## src/rtl/hcode_pack_32to128.sv

```systemverilog
// Packs RATIO upstream ap_fifo words (little-endian lanes) into one wide word
// and presents it through a 2-entry ap_fifo-compatible output buffer.
// A flush pushes the pending partial word with its unfilled lanes zeroed.
module hcode_pack_32to128 #(
  parameter int IN_W  = 32,
  parameter int RATIO = 4
) (
  input  logic                    ap_clk,
  input  logic                    ap_rst,
  input  logic [IN_W-1:0]         in_dout,
  input  logic                    in_empty_n,
  output logic                    in_read,
  output logic [IN_W*RATIO-1:0]   out_dout,
  output logic                    out_empty_n,
  input  logic                    out_read,
  input  logic                    flush
);

  localparam int          OUT_W = IN_W * RATIO;
  localparam int          ACC_W = (RATIO - 1) * IN_W;
  localparam int          CW    = $clog2(RATIO);
  localparam int unsigned LANES = RATIO - 1;
  localparam logic [CW-1:0] LAST = CW'(RATIO - 1);

  logic [CW-1:0]    cnt_q, cnt_d;
  logic [ACC_W-1:0] acc_q, acc_d;
  logic             flush_pend_q, flush_pend_d;
  logic [1:0]       occ_q, occ_d;
  logic [OUT_W-1:0] buf0_q, buf0_d;
  logic [OUT_W-1:0] buf1_q, buf1_d;
  logic             out_empty_n_q, out_empty_n_d;

  logic             pop, push, flush_req, space, do_flush;
  logic [OUT_W-1:0] word;

  // Upstream pop: only from inputs and registers, never from out_read.
  always_comb begin
    in_read = in_empty_n & ~ap_rst & ~flush & ~flush_pend_q &
              ((cnt_q != LAST) | (occ_q != 2'd2));
  end

  // Lane accumulation, flush handling and output buffer next state.
  always_comb begin
    cnt_d         = cnt_q;
    acc_d         = acc_q;
    word          = '0;
    push          = 1'b0;
    buf0_d        = buf0_q;
    buf1_d        = buf1_q;
    occ_d         = occ_q;

    pop       = out_read & (occ_q != 2'd0);
    flush_req = (flush | flush_pend_q) & (cnt_q != '0);
    space     = (occ_q != 2'd2) | pop;
    do_flush  = flush_req & space;
    // A pending flush only ever exists with cnt>0, so it clears exactly
    // when the flush is performed.
    flush_pend_d = flush_req & ~space;

    if (do_flush) begin
      for (int unsigned i = 0; i < LANES; i++) begin
        if (CW'(i) < cnt_q) word[i*IN_W +: IN_W] = acc_q[i*IN_W +: IN_W];
      end
      push  = 1'b1;
      cnt_d = '0;
      acc_d = '0;
    end else if (in_read) begin
      if (cnt_q == LAST) begin
        word  = {in_dout, acc_q};
        push  = 1'b1;
        cnt_d = '0;
      end else begin
        for (int unsigned i = 0; i < LANES; i++) begin
          if (CW'(i) == cnt_q) acc_d[i*IN_W +: IN_W] = in_dout;
        end
        cnt_d = cnt_q + 1'b1;
      end
    end

    case ({push, pop})
      2'b10: begin
        if (occ_q == 2'd0) buf0_d = word;
        else               buf1_d = word;
        occ_d = occ_q + 2'd1;
      end
      2'b01: begin
        buf0_d = buf1_q;
        occ_d  = occ_q - 2'd1;
      end
      2'b11: begin
        // Only a flush can push at occ=2; the tail then moves up to head.
        if (occ_q == 2'd1) begin
          buf0_d = word;
        end else begin
          buf0_d = buf1_q;
          buf1_d = word;
        end
      end
      default: ;
    endcase

    out_empty_n_d = (occ_d != 2'd0);
  end

  // State registers with synchronous reset discarding all pending data.
  always_ff @(posedge ap_clk) begin
    if (ap_rst) begin
      cnt_q         <= '0;
      acc_q         <= '0;
      flush_pend_q  <= 1'b0;
      occ_q         <= 2'd0;
      buf0_q        <= '0;
      buf1_q        <= '0;
      out_empty_n_q <= 1'b0;
    end else begin
      cnt_q         <= cnt_d;
      acc_q         <= acc_d;
      flush_pend_q  <= flush_pend_d;
      occ_q         <= occ_d;
      buf0_q        <= buf0_d;
      buf1_q        <= buf1_d;
      out_empty_n_q <= out_empty_n_d;
    end
  end

  assign out_dout    = buf0_q;
  assign out_empty_n = out_empty_n_q;

endmodule

```

## config.mk

```make
export PLATFORM = sky130hd
export DESIGN_NAME = hcode_pack_32to128
export DESIGN_NICKNAME = d
export VERILOG_FILES = /design/src/rtl/hcode_pack_32to128.sv
export SDC_FILE = /design/constraint.sdc
export NUM_CORES = 1
export LEC_CHECK = 0
export BUFFER_PORTS_ARGS = -buffer_cell sky130_fd_sc_hd__buf_2
export CORE_MARGIN = 2
export CORE_UTILIZATION = 35
export DETAILED_ROUTE_END_ITERATION = 6
export PLACE_DENSITY_LB_ADDON = 0.08
export SLEW_MARGIN = 10
export SYNTH_ARGS = -nofsm -noshare
export SYNTH_HDL_FRONTEND = slang
export SYNTH_SLANG_ARGS = --single-unit
```

## constraint.sdc

```tcl
create_clock -name ap_clk -period 3.93 [get_ports ap_clk]
set_input_delay 0.1965 -clock ap_clk [delete_from_list [all_inputs] [get_ports ap_clk]]
set_output_delay 0.1965 -clock ap_clk [all_outputs]
set_load 0.02 [all_outputs]
```

# Word level (Yosys, flattened, before mapping)
# Index checks and enable logic that the tools add are counted.
dict set report totals {
  in_bits 37
  register_bits 358
}
dict set report classes {
  n_mux 18
  n_eq_ne 12
  bitwise 16
  reduce_logical 13
  n_lt_le_gt_ge 3
  add_sub_neg 3
}
# op n
set op_table {}
lappend op_table {{2-to-1 mux 128 bit} 6}
lappend op_table {{one-hot mux 128 bit (3 select lines)} 1}
lappend op_table {{one-hot mux 128 bit (2 select lines)} 1}
lappend op_table {{2-to-1 mux 32 bit} 4}
lappend op_table {{2-to-1 mux 96 bit} 1}
lappend op_table {{AND reduction 3 bit} 4}
lappend op_table {{!= test 2 bit (second input constant)} 5}
lappend op_table {{AND 1 bit} 8}
lappend op_table {{nonzero test 2 bit} 4}
lappend op_table {{equality test 2 bit (second input constant)} 3}
lappend op_table {{NOT 1 bit} 5}
lappend op_table {{adder 2 x 1 -> 2 bit (second input constant)} 2}
lappend op_table {{equality test 2 x 1 -> 1 bit (second input constant)} 2}
lappend op_table {{logical NOT 2 bit} 2}
lappend op_table {{less-than comparator 1 x 2 -> 1 bit (first input constant)} 2}
lappend op_table {{one-hot mux 2 bit (2 select lines)} 1}
lappend op_table {{2-to-1 mux 1 bit} 3}
lappend op_table {{OR 1 bit} 3}
lappend op_table {{nonzero test 3 bit} 1}
lappend op_table {{equality test 1 x 2 -> 1 bit (first input constant)} 1}
lappend op_table {{equality test 2 bit (first input constant)} 1}
lappend op_table {{less-than comparator 2 bit (first input constant)} 1}
lappend op_table {{2-to-1 mux 2 bit} 1}
lappend op_table {{AND reduction 2 bit} 1}
lappend op_table {{other kinds (2)} 2}

# Depth between registers and ports, before layout
# Gate-level depths: netlist (run 1).
dict set report depth {
  depth_word 10
  ltp_mapped 16
  ltp_nobuf 12
}

# Worst setup path after synthesis (run 1)
# Ideal clock, no wire load.
dict set report synth_path {
  path_kind {register to register}
  start {register occ_q[0]}
  end {register buf0_q[10] (netlist: out_dout[10])}
  slack_ns 0.232
  arrival_ns 3.566
  path_buffers 4
  synth_period_minus_slack_ns 3.698
  setup_time_ns 0.132
  path_stages_with_launch 17
  path_cell_list {dfxtp_1 inv_1 ha_1 nand2b_1 inv_1 o21ai_1 nand2_1 buf_2 ha_1 nor2b_1 or2_2 clkbuf_1 and2_1 clkbuf_1 clkbuf_1 a221oi_1 nor3_1}
}
dict set report synth_between {
  elab_chain_len 8
  word_cells_on_any_way 22
}
# element line_no
set synth_lines {}
lappend synth_lines {{start, declared} 28} ;# logic [1:0] occ_q, occ_d;
lappend synth_lines {{start signal, assigned} 111} ;# occ_q <= 2'd0;
lappend synth_lines {{start signal, assigned} 119} ;# occ_q <= occ_d;
lappend synth_lines {{!= test 2 bit or nonzero test 2 bit (tied branches)} {39, 54, 52}}
lappend synth_lines {{OR 1 bit or AND 1 bit (tied branches)} {39, 52}}
lappend synth_lines {{AND 1 bit or OR 1 bit (tied branches)} {38, 54}}
lappend synth_lines {{2-to-1 mux 1 bit or AND 1 bit (tied branches)} {67, 55}}
lappend synth_lines {{2-to-1 mux 1 bit} 60} ;# if (do_flush) begin
lappend synth_lines {{equality test 2 bit or equality test 2 x 1 -> 1 bit (tied branches)} 80} ;# case ({push, pop})
lappend synth_lines {{!= test 2 bit (no line) or nonzero test 3 bit (tied branches)} n/a}
lappend synth_lines {{AND reduction 2 bit (no line)} n/a}
lappend synth_lines {{end signal, assigned} 120} ;# buf0_q <= buf0_d;
lappend synth_lines {{end, declared} 29} ;# logic [OUT_W-1:0] buf0_q, buf0_d;
# Several ways; a longest one is shown, not always the timed one. The select of a mux whose other input is x is not followed.
# A chain may end at the register's enable or synchronous reset.

# Worst setup path in the final report (run 1)
dict set report layout_path {
  start {register cnt_q[1]}
  end {register buf1_q[126]}
}
dict set report layout_between {
  elab_chain_len 8
  word_cells_on_any_way 22
}
# element line_no
set layout_lines {}
lappend layout_lines {{start, declared} 25} ;# logic [CW-1:0] cnt_q, cnt_d;
lappend layout_lines {{start signal, assigned} 116} ;# cnt_q <= cnt_d;
lappend layout_lines {{!= test 2 bit} 39} ;# ((cnt_q != LAST) | (occ_q != 2'd2));
lappend layout_lines {{OR 1 bit} 39}
lappend layout_lines {{AND 1 bit} 38} ;# in_read = in_empty_n & ~ap_rst & ~flush & ~flush_pend_q &
lappend layout_lines {{2-to-1 mux 1 bit} 67} ;# end else if (in_read) begin
lappend layout_lines {{2-to-1 mux 1 bit} 60}
lappend layout_lines {{equality test 2 bit} 80}
lappend layout_lines {{!= test 2 bit (no line) or nonzero test 2 bit (tied branches)} n/a}
lappend layout_lines {{AND reduction 3 bit (no line)} n/a}
lappend layout_lines {{end signal, assigned} 121} ;# buf1_q <= buf1_d;
lappend layout_lines {{end, declared} 30} ;# logic [OUT_W-1:0] buf1_q, buf1_d;
# Several ways; a longest one is shown, not always the timed one. The select of a mux whose other input is x is not followed.

==> reports/results.ini, run 1 <==
[sta]
slew_violations = 0
min_period_ns = 3.54
finalHoldViolCount = 0
grt_setup_unrepaired = no
tns_ns = 0
skew_ns = 0.0118
fmax_mhz = 283
relSlewSlack_pct = 24.1
tightest_slew_ns = 1.14
setup_viol = 0
timing.final.crit_share_pct = 90.0

[power]
p_per_area_mw_per_mm2 = 490
switchingPower_mw = 1.91
internal-power_mw = 5.99
ir_worst_vdd_mv = 0.239
switching_share_pct = 24.2
p_seq_share_pct = 47.4
clockPowerShare_pct = 45.8
power_frac_comb_pct = 6.9
p_leak_nw = 6.15

[floorplan]
boundaryPins = 167
num_rows = 72
die_w_um = 201
coreArea_mm2 = 0.0385
die_h_um = 201
start_util_pct = 35.3
dieArea_mm2 = 0.0404

[setup_path]
cp-start-kind = register
worstPathArrival_ns = 3.99
endpoint_kind = register
required_ns = 4.38
critPathKind = register to register
reg2regPathDepth = 13
crit_path_max_fanout = 34

[cells_and_area]
design_area_mm2 = 0.0161
layout_commonest_cell = dfxtp_1
final_cells = 2226
num-fill-cells = 3942
final_cell_mix = 358 x dfxtp_1, 231 x nand2_1, 230 x nor2_1
layout-drive-gt1-share_pct = 17.3
syn_to_final_growth_pct = 18.6
nets = 1727

[synth]
avgSynthCellArea_um2 = 8.58
syn_nets = 1631
netlist_area_mm2 = 0.0136
synthCells = 1584
ys_seq_area_share_pct = 52.7
synthXorXnorAreaFrac_pct = 0
yosysUniqueCellTypes = 38
synth-simple-area-share_pct = 19.4
synth_compound_area_share_pct = 21.9
synth_top_family_by_area = compound AO/OA/AOI/OAI gates
synth.mux.area_fraction_pct = 0.0736
ys_warn_count = 0
synthAdderAreaFrac_pct = 0.920
ys_ff_latch = 358

[clock_tree]
htreeDepth = 2
cts_tree = built
clkLatencyLatePin_ns = 0.53
cts_setup_buffers = 0
root_buffer = clkbuf_16
numCtsBuffers = 40
holdBufCountCts = 0
cts.sinks = 358
cts_buffer_depth = 3
clk_pin_slew_ns = 0.06
cts-resized-gates = 0

[grt]
antenna_found_initial = 1
grt_pass1_wl_mm = 68.6
overflow = 0
grt.total_usage_pct = 21.8
grt_max_degree = 183
grt_pass1_vias = 10900

[placed_design]
portBuffers = 166
placedCellCount = 2156
place_hpwl_mm = 27.3
gp_congestion = 0.800
place_area_mm2 = 0.0149

[routing]
via_per_inst = 5.36
wl_mm = 45.3
drc = 0
first_pass_iters = 7
vias = 11900
wl_per_cell_um = 20.4
final_antenna_net_count = 0
drt-initial-drc-count = 920

[run_status]
status = complete, no violations

[min_path]
hold_depth = 3
hp-class = input port to register

[flow_run]
maxCapViolCount = 0

state kept, by name, indices dropped and copies added (netlist names):
| register | cells |
|---|---|
| buf1_q | 128 |
| acc_q | 96 |
| flush_pend_q | 1 |
| cnt_q | 2 |
| occ_q | 2 |
| out_empty_n | 1 |
| out_dout | 128 |
final cells by class:
cell class / count / area, um^2 / area share [%]
flip-flops and latches: 358 / 7170 / 44.4
clock buffers: 57 / 1180 / 7.29
well taps: 518 / 648 / 4.02
inverters: 9 / 33.8 / 0.209
clock inverters: 12 / 85.1 / 0.528
multi-input cells: 1068 / 5820 / 36.1
repair buffers: 203 / 1190 / 7.39
diodes: 1 / 2.50 / 0.0155
kinds of logic (layout without fill, tap and decap cells):
group           after synthesis  after routing
mux                           1              1
compound gates              418            418
simple gates                639            639
other cells                   0              1
buf+inv                     158            281
flops                       358            358
fa+ha+maj                    10             10
worst paths after layout:
kind	start	endpoint	slack [ns]
max	cnt_q[1]$_SDFFE_PP0N_	buf1_q[126]$_SDFFE_PP0P_	0.39
min	in_dout[6]	acc_q[70]$_SDFFE_PP0P_	0.03
max reg2reg	cnt_q[1]$_SDFFE_PP0N_	buf1_q[126]$_SDFFE_PP0P_	0.39
min reg2reg	buf1_q[16]$_SDFFE_PP0P_	buf1_q[16]$_SDFFE_PP0P_	0.45
through the flow:
step                worst slack, ns  power, mW  util, %  hold slack, ns
finish                        0.392       7.90     41.9          0.0335
global route                 0.0755       8.19     41.9          0.0200
CTS                           0.410       8.00     41.9          0.0121
detailed placement            0.373       4.37     38.6           0.443
global placement              0.496       4.37     38.6           0.438
floorplan                     0.232       4.13        -           0.332
cells in the mapped netlist (all sizes together):
| cell type | number | area, um^2 |
|---|---|---|
| nor2b | 3 | 18.8 |
| buf | 38 | 233 |
| a31oi | 1 | 6.26 |
| clkbuf | 111 | 417 |
| a221o | 1 | 10.0 |
| mux2i | 1 | 10.0 |
| nand2 | 231 | 867 |
| a21oi | 181 | 932 |
| nor3 | 130 | 651 |
| o21ba | 1 | 10.0 |
| ha | 10 | 125 |
| nor4 | 1 | 6.26 |
| and2 | 3 | 18.8 |
| a21boi | 1 | 18.8 |
| or2 | 1 | 6.26 |
| a211oi | 2 | 25.0 |
| o21a | 1 | 7.51 |
| o211ai | 1 | 7.51 |
| nand3 | 34 | 170 |
| or3 | 1 | 6.26 |
| a22oi | 96 | 721 |
| o21ai | 3 | 15.0 |
| or4b | 1 | 10.0 |
| nor2 | 232 | 873 |
| nand2b | 2 | 12.5 |
| a221oi | 84 | 736 |
| inv | 9 | 33.8 |
| dfxtp | 358 | 7170 |
| a2bb2oi | 45 | 475 |
| a21o | 1 | 7.51 |
power by group through the flow:
stage | registers, mW | clock network (mW) | logic [mW]
floorplan | 3.89 | 0 | 0.239
global placement | 3.83 | 0 | 0.547
detailed placement | 3.83 | 0 | 0.548
CTS | 3.75 | 3.70 | 0.551
global route | 3.75 | 3.85 | 0.585
finish | 3.75 | 3.62 | 0.541
critical path, cell delays in order (launching register included):
cell	delay (ns)
dfxtp_1	0.44
ha_1	0.30
inv_1	0.17
or3_1	0.40
nand2_1	0.12
buf_4	0.40
ha_1	0.24
nor2b_1	0.28
o21ai_4	0.12
buf_4	0.26
nor2_2	0.11
buf_4	0.34
a22oi_1	0.13
nor2_1	0.11
metal layers:
metal | GRT usage (%) | wire length [um] | vias up
met5 | 0 | 0 | -
met4 | 6.35 | 1140 | 0
met1 | 31.8 | 21500 | 5759
li1 | - | - | 5766
met2 | 33.2 | 20200 | 355
met3 | 3.48 | 2400 | 59
Power figures use the tool's default switching activity.
==> run 2, diff against run 1 <==
- MAX_ROUTING_LAYER: default -> met4
==> run 2 against run 1 <==
Largest power group unchanged. Final area did not move. Critical path type unchanged. Via count fell by 0.34%. Combinational power barely moved. Largest cell class unchanged.
==> reports/results.ini, run 2 (same netlist as run 1, synthesis figures left out) <==
[min_path]
hold_end = acc_q[40]$_SDFFE_PP0P_  ; was acc_q[70]$_SDFFE_PP0P_
min_from = in_dout[8]  ; was in_dout[6]
hp-class = input port to register  ; unchanged
hold_depth = 3  ; unchanged

[sta]
relSlewSlack_pct = 24.9  ; was 24.1%
tightest_slew_ns = 1.13  ; was 1.14 ns
skew_ns = 0.0171  ; was 0.0118 ns
grt_setup_unrepaired = no  ; unchanged
finalHoldViolCount = 0  ; unchanged
holdWs_ns = 0.0235  ; was 0.0335 ns
setup_ws_ns = 0.396  ; was 0.392 ns
setup_viol = 0  ; unchanged
fmax_mhz = 283  ; about the same
min_period_ns = 3.53  ; was 3.54 ns
tns_ns = 0  ; unchanged
slew_violations = 0  ; unchanged
timing.final.crit_share_pct = 89.9  ; was 90.0%

[routing]
first_pass_iters = 5  ; was 7
wl_mm = 45.4  ; was 45.3 mm
drc = 0  ; unchanged
wl_per_cell_um = 20.4  ; about the same
vias = 11900  ; about the same
final_antenna_net_count = 0  ; unchanged
drt-initial-drc-count = 912  ; was 920
via_per_inst = 5.35  ; was 5.36

[placed_design]
place_hpwl_mm = 27.3  ; unchanged
placedCellCount = 2156  ; unchanged
portBuffers = 166  ; unchanged
preCtsSetupSlack_ns = 0.373  ; unchanged
gp_congestion = 0.812  ; was 0.800

[clock_tree]
clkLatencyLatePin_ns = 0.53  ; about the same
holdBufCountCts = 0  ; unchanged
cts_tree = built  ; unchanged
cts_setup_buffers = 0  ; unchanged
numCtsBuffers = 40  ; unchanged
clk_pin_slew_ns = 0.06  ; about the same
cts_buffer_depth = 3  ; unchanged
cts.sinks = 358  ; unchanged
cts-resized-gates = 0  ; unchanged
htreeDepth = 2  ; unchanged
root_buffer = clkbuf_16  ; unchanged

[grt]
overflow = 0  ; unchanged
grt_max_degree = 183  ; unchanged
grt_pass1_wl_mm = 68.6  ; about the same
grt.total_usage_pct = 22.5  ; was 21.8%
antenna_found_initial = 1  ; unchanged
grt_pass1_vias = 10900  ; about the same

[setup_path]
r2r_slack_ns = 0.40  ; was 0.39 ns
crit_path_max_fanout = 34  ; unchanged
crit_buf_inv = 4  ; unchanged
cp-start-kind = register  ; unchanged
cp_slowest_cell = dfxtp_1  ; unchanged
required_ns = 4.38  ; about the same
worstPathArrival_ns = 3.99  ; about the same
reg2regPathDepth = 13  ; unchanged
cpMostUsedCell = buf_4  ; unchanged
path_cells = ha_1 > inv_1 > or3_1 > nand2_1 > buf_4 > ha_1 > nor2b_1 > o21ai_4 > buf_4 > nor2_2 > buf_4 > a22oi_1 > nor2_1  ; unchanged
crit_family = buffers and inverters  ; unchanged
r2r_start = cnt_q[1]$_SDFFE_PP0N_  ; unchanged
r2r_end = buf1_q[126]$_SDFFE_PP0P_  ; unchanged
max_stage_delay_ns = 0.44  ; about the same
critPathKind = register to register  ; unchanged
endpoint_kind = register  ; unchanged

[floorplan]
start_util_pct = 35.3  ; unchanged
num_rows = 72  ; unchanged
die_h_um = 201  ; unchanged
dieArea_mm2 = 0.0404  ; unchanged
boundaryPins = 167  ; unchanged
coreArea_mm2 = 0.0385  ; unchanged
die_w_um = 201  ; unchanged

[cells_and_area]
syn_to_final_growth_pct = 18.6  ; unchanged
num-fill-cells = 3942  ; unchanged
layout-drive-gt1-share_pct = 17.3  ; unchanged
nets = 1727  ; unchanged
final_cells = 2226  ; unchanged
final_cell_mix = 358 x dfxtp_1, 231 x nand2_1, 230 x nor2_1  ; unchanged
layout_commonest_cell = dfxtp_1  ; unchanged

[run_status]
status = complete, no violations  ; unchanged

[power]
power_mw = 7.90  ; about the same
p_per_area_mw_per_mm2 = 490  ; about the same
ir_worst_vdd_mv = 0.234  ; was 0.239 mV
p_leak_nw = 6.15  ; unchanged

[flow_run]
maxCapViolCount = 0  ; unchanged

## run 2: cell counts in the layout (fill, tap and decap cells not counted)
No cell type changed its count.
## run 2: routing by layer
metal / global-route usage [%] / vias to the layer above / share of wire (%)
li1: - / 5766 / -
met1: 32.1 / 5753 / 48
met2: 33.0 / 323 / 44
met3: 3.37 / 56 / 5.2
met4: 6.35 / 0 / 2.4
met5: - / - / 0
## run 2: how the worst max path moves through the flow
stage / from / to / slack, ns / cells after the start
after floorplan: occ_q[0]$_SDFF_PP0_ / out_dout[10]$_SDFFE_PP0P_ / 0.23 / 16
after global placement: ap_rst / buf1_q[124]$_SDFFE_PP0P_ / 0.50 / 13
after detailed placement: ap_rst / buf1_q[126]$_SDFFE_PP0P_ / 0.37 / 13
after CTS: occ_q[0]$_SDFF_PP0_ / buf1_q[126]$_SDFFE_PP0P_ / 0.41 / 15
after global routing: occ_q[0]$_SDFF_PP0_ / buf1_q[126]$_SDFFE_PP0P_ / 0.07 / 15
final: cnt_q[1]$_SDFFE_PP0N_ / buf1_q[126]$_SDFFE_PP0P_ / 0.40 / 13
## run 2: cell type report
cell class,instances,area (um^2),area share [%]
multi-input combinational,1068,5820,36.1
clock buffer,57,1180,7.29
sequential,358,7170,44.4
clock inverter,12,85.1,0.528
inverter,9,33.8,0.209
antenna,1,2.50,0.0155
timing repair buffer,203,1190,7.39
tap,518,648,4.02
## run 2: metrics by stage
stage | cell area (um^2) | util, %
3_3_place_gp | 14900 | 38.6
5_1_grt | 16100 | 41.9
6_report | 16100 | 41.9
4_1_cts | 16100 | 41.9
2_1_floorplan | 13600 | -
3_5_place_dp | 14900 | 38.6
## run 2: worst reg2reg max path: cells and delay by family, from the launching register on
family | cells | cell delay (ns)
fa+ha+maj | 2 | 0.54
flops | 1 | 0.44
compound gates | 2 | 0.27
buf+inv | 4 | 1.17
simple gates | 5 | 1.03
## run 2: report_power, final
part / leakage (nW) / internal [mW] / switching [mW]
registers: 2.89 / 3.70 / 0.0429
logic: 2.63 / 0.149 / 0.394
clock network: 0.635 / 2.14 / 1.48
total: 6.15 / 5.99 / 1.91
